===== config.mk =====
export PLATFORM = sky130hd
export DESIGN_NAME = rpn_sequencer
export DESIGN_NICKNAME = d
export VERILOG_FILES = /design/src/rtl/rpn_sequencer.sv
export SDC_FILE = /design/constraint.sdc
export NUM_CORES = 2
export LEC_CHECK = 0
export ABC_AREA = 1
export BUFFER_PORTS_ARGS = -buffer_cell sky130_fd_sc_hd__buf_2
export CAP_MARGIN = 20
export CORE_MARGIN = 5
export CORE_UTILIZATION = 32
export CTS_BUF_LIST = sky130_fd_sc_hd__clkbuf_8
export DETAILED_ROUTE_END_ITERATION = 16
export PLACE_DENSITY = 0.49
export SKIP_CTS_REPAIR_TIMING = 1
export SYNTH_ARGS = -nofsm -noshare
export SYNTH_HDL_FRONTEND = slang
export SYNTH_MEMORY_MAX_BITS = 65536
export SYNTH_SLANG_ARGS = --single-unit

===== constraint.sdc =====
create_clock -name step -period 3.8 [get_ports step]
set_clock_uncertainty 0.15 [all_clocks]
set_input_delay 0 -clock step [delete_from_list [all_inputs] [get_ports step]]
set_output_delay 0 -clock step [all_outputs]
set_load 0.01 [all_outputs]

===== src/rtl/rpn_sequencer.sv =====
// rpn_sequencer: steps through a 256-word program, feeding PUSH and OP
// instructions to an external stack calculator one per cycle. On HALT, or
// after running off the end of memory, it captures the calculator's
// top-of-stack value.
module rpn_sequencer (
    input  logic        step,
    input  logic        nrst,
    input  logic        prog_we,
    input  logic [7:0]  prog_addr,
    input  logic [17:0] prog_data,
    input  logic        start,
    input  logic [15:0] calc_out,
    input  logic [9:0]  calc_cnt,
    output logic        push,
    output logic [1:0]  op,
    output logic [15:0] d,
    output logic        busy,
    output logic        done,
    output logic        err,
    output logic [15:0] result,
    output logic [7:0]  pc
);

    typedef enum logic [1:0] {S_IDLE, S_RUN, S_DONE, S_ERR} state_t;

    localparam logic [1:0] K_PUSH = 2'b00;
    localparam logic [1:0] K_OP   = 2'b01;
    localparam logic [1:0] K_HALT = 2'b11;

    state_t       state_reg;
    logic [7:0]   pc_reg;
    logic [15:0]  result_reg;
    logic         eom_latch_reg;   // end-of-memory: capture result on next edge
    logic [17:0]  prog_mem [0:255];

    logic [17:0]  instr;
    logic [1:0]   kind;
    logic [15:0]  payload;
    logic         underflow;
    logic         push_next;
    logic [1:0]   op_next;
    logic [15:0]  d_next;

    // Program store: writable only while no program is executing; not reset
    always_ff @(posedge step) begin
        if (prog_we && (state_reg != S_RUN))
            prog_mem[prog_addr] <= prog_data;
    end

    assign instr     = prog_mem[pc_reg];
    assign kind      = instr[17:16];
    assign payload   = instr[15:0];
    // Binary ops need operands; an empty stack aborts before issuing
    assign underflow = (kind == K_OP) && payload[1] && (calc_cnt == 10'd0);

    // Zero-latency issue: the calculator sees the current instruction this cycle
    always_comb begin
        push_next = 1'b0;
        op_next   = 2'b00;
        d_next    = 16'h0000;
        if ((state_reg == S_RUN) && !underflow) begin
            case (kind)
                K_PUSH: begin
                    push_next = 1'b1;
                    d_next    = payload;
                end
                K_OP:    op_next = payload[1:0];
                default: ;
            endcase
        end
    end

    // Control FSM: program counter, result capture and status
    always_ff @(posedge step or negedge nrst) begin
        if (!nrst) begin
            state_reg     <= S_IDLE;
            pc_reg        <= 8'd0;
            result_reg    <= 16'h0000;
            eom_latch_reg <= 1'b0;
        end else begin
            case (state_reg)
                S_RUN: begin
                    if (underflow) begin
                        state_reg <= S_ERR;
                    end else if (kind == K_HALT) begin
                        result_reg <= calc_out;
                        state_reg  <= S_DONE;
                    end else if (pc_reg == 8'd255) begin
                        // Last word executed; calculator output settles next cycle
                        state_reg     <= S_DONE;
                        eom_latch_reg <= 1'b1;
                    end else begin
                        pc_reg <= pc_reg + 8'd1;
                    end
                end
                default: begin
                    if (eom_latch_reg) begin
                        result_reg    <= calc_out;
                        eom_latch_reg <= 1'b0;
                    end
                    if (start) begin
                        state_reg <= S_RUN;
                        pc_reg    <= 8'd0;
                    end
                end
            endcase
        end
    end

    assign push   = push_next;
    assign op     = op_next;
    assign d      = d_next;
    assign busy   = (state_reg == S_RUN);
    assign done   = (state_reg == S_DONE);
    assign err    = (state_reg == S_ERR);
    assign result = result_reg;
    assign pc     = pc_reg;

endmodule


==> out/qor.yml <==
critical_path.max_stage_delay_ns: 0.56
timing.final.setup_violations: 19
buffer_ports.inserted: 101
overall_power_of_the_completed_layout_w: 0.1365
final_critical_path_setup_slack_ns: -1.215
max_freq_mhz: 199.4
critPathArrivalTime_ns: 4.86
grt-ovfl-total: 0
avgViaCountPerCell: 5.230
fin_worst_hold_slack_ns: 0.1353
wl_per_cell_um: 27.26
leakagePower_nw: 76.62
multi_input_comb_area_mm2: 0.04138
cellPowerDensity_mw_per_mm2: 623.9
drive_above_1_share_pct: 16.00
crit_top_cell: "nand3_1"
core_mm2: 0.5767
synthesis.nets: 14310
maximum_number_of_pins_on_one_net_before_global_route_repair: 111
grt_pass1_wl_mm: 891.0
crit_buf_inv: 7
area_growth_pct: 18.28
grt_pass1_vias: 117400
synth.cells.most_frequent: "edfxtp_1 (4608), nand2_1 (3604), a21oi_1 (1406)"
sequential_cell_area_mm2: 0.1391
max_ffs_per_register: 4608
floorplan.die.height_um: 770.3
gpl.final_weighted_congestion: 0.8704
critPathMaxFanout: 61
layout_worst_path_cycle_share_pct: 132.0
drt_drc_violations_left: 0
dr_wl_met2_mm: 297.0
yosysWarnings: 0
place_area_mm2: 0.2026
worst_path_max_delay_cell: "dfrtp_4"
routed_length_on_met1_mm: 276.8
yosysTopAreaCell: "edfxtp_1"
power.ir.vdd_worst_uv: 390.9
post_synth_instance_area_mm2: 0.1850
postSynthAreaPerCell_um2: 12.98
crit_required_ns: 3.65
cts.root.buffer_cell: "clkbuf_8"
yosys.cell_count.top_type: "edfxtp_1"
routed_wl_mm: 646.6
dr_total_vias: 124100
initial_core_util_pct: 32.08
synth_seq_area_share_pct: 75.17
status: "finished with violations"
io_pins: 102
number_of_iterations_in_the_first_detailed_routing_pass: 8
synthDistinctLibCells: 45
drt.antenna.violating_nets: 0
fin_area_mm2: 0.2188
crit_chain: "buf_12, buf_16, buf_16, buf_4, a21oi_1, a32oi_1, o211ai_1, nand3_1, nand3_1, buf_4, nand3_1, nand3_1, buf_4, nor2_1, buf_2"
synthesis.instances: 14250
synth_flop_cell: "edfxtp_1"
n_fill_cell: 55540
report.final.hold_viol_count: 0
cts_tree: "built"
synthArstFlopShare_pct: 0.5825
cts_num_sinks: 4635
pin_slew_with_the_least_headroom_to_its_limit_ns: 1.094
fraction_of_synthesized_cell_area_taken_by_the_top_area_cell_type_pct: 74.80
clock_tree.buffer_depth: 4
tritoncts.num_buffers: 761
clkTransAtPathRegs_ns: 0.07
count_of_flip_flops_with_a_built_in_enable_after_synthesis: 4608
postSynthRegisterBits: 4635
drv.max_cap_violation_count: 0
cp-end-kind: "primary output"
pre_cts_slack_ns: -0.5979
relSlewSlack_pct: 27.09
rsz0062_at_grt: "yes"
dr.max_layer_used: "met5"
clock_latency_ns: 1.27
die_area_mm2: 0.5934
htree_levels: 6
critical_path_class: "register to primary output"
min-delay-path-class: "input port to register"
global_route.usage.total_pct: 20.56
postLayoutCoreUtil_pct: 37.94
die_width_um: 770.3
cp-start-kind: "register"
layout.nets: 15450
failed_checks: "setup timing"
antenna_violations_before_repair: 39
detailedRoute.firstIterationViolations: 14100
wl_met3_mm: 49.53
rows: 279
post-dp-hpwl_mm: 383.4
maxSlewViolCount: 0
cpLargestDelayFamily: "buffers and inverters"
cell_types_with_the_largest_area_share_after_synthesis: "edfxtp_1 (75%), nand2_1 (7.3%), a21oi_1 (3.8%)"
timing.final.crit_period_ns: 5.015
==> cells by family after synthesis <==
kind of cell               synth area share, %
and+or+nand+nor                          12.25
DFF                                      75.17
xor gates and xnor gates              0.004736
AOI/OAI and AO/OA                        9.575
buffers and inverters                    2.996
adders and majority gates             0.006763
==> power breakdown <==
part           switching, W  internal, W  total [W]
sequential         0.000142       0.0564     0.0566
clock                0.0204       0.0198     0.0402
combinational        0.0268       0.0130     0.0397
==> worst paths after layout <==
path,start,slack (ns),depth (start not counted),to
setup / recovery,pc[0]$_DFFE_PN0P_,-1.21,15,d[9]
hold / removal,calc_cnt[7],0.14,9,pc[7]$_DFFE_PN0P_
setup reg to reg,pc[0]$_DFFE_PN0P_,0.03,20,result[11]$_DFFE_PN0P_
hold reg to reg,eom_latch_reg$_DFFE_PN0P_,0.34,2,eom_latch_reg$_DFFE_PN0P_
max in group asynchronous,nrst,3.08,5,pc[4]$_DFFE_PN0P_
min in group asynchronous,nrst,0.18,5,result[4]$_DFFE_PN0P_
==> through the flow <==
stage	TNS [ns]	instances
after CTS	-33.84	23560
after global routing	-25.26	23720
after floorplan	0	14250
after global placement	-6.206	22200
final	-21.68	23720
after detailed placement	-5.945	22210
==> metal layers <==
| layer | GRT usage (%) | up-vias |
|---|---|---|
| met3 | 3.435 | 995 |
| met5 | 0 | - |
| met1 | 28.73 | 63150 |
| met4 | 6.670 | 16 |
| li1 | - | 54950 |
| met2 | 32.68 | 4962 |
==> layout make-up <==
class / count / share of cell area (%)
antenna: 11 / 0.01258
clock buffer: 778 / 4.894
clock inverter: 575 / 1.281
inverter: 159 / 0.3031
multi-input combinational: 8437 / 18.92
sequential: 4635 / 63.57
tap: 7727 / 4.419
timing repair buffer: 1402 / 6.610
==> worst register-to-register path, cell delays in order, from the launching register on <==
cell	delay [ns]
dfrtp_4	0.52
buf_12	0.22
buf_12	0.40
nor2_1	0.18
nor2_1	0.12
o21ai_0	0.09
a21oi_1	0.30
nor2_1	0.10
nand2_1	0.11
nand3_1	0.14
nand3_4	0.14
buf_8	0.15
nand3_2	0.10
nand2_4	0.11
buf_4	0.11
nand2_1	0.05
inv_1	0.07
nand2_2	0.16
buf_4	0.26
nand3_1	0.10
nand2_1	0.09
==> cells in the final DEF, fill, tap and decap left out, types with 184 or more instances in the layout <==
cell type,count
buf_12,207
edfxtp_1,4608
nor2_1,616
nor2_2,239
nand2_1,3578
a21oi_1,1406
buf_4,902
nand3_1,1034
clkbuf_8,778
o21ai_0,254
a22oi_1,346
inv_1,443
clkinv_1,184
o211ai_1,192
No activity file was read; power rests on OpenSTA's default activity.
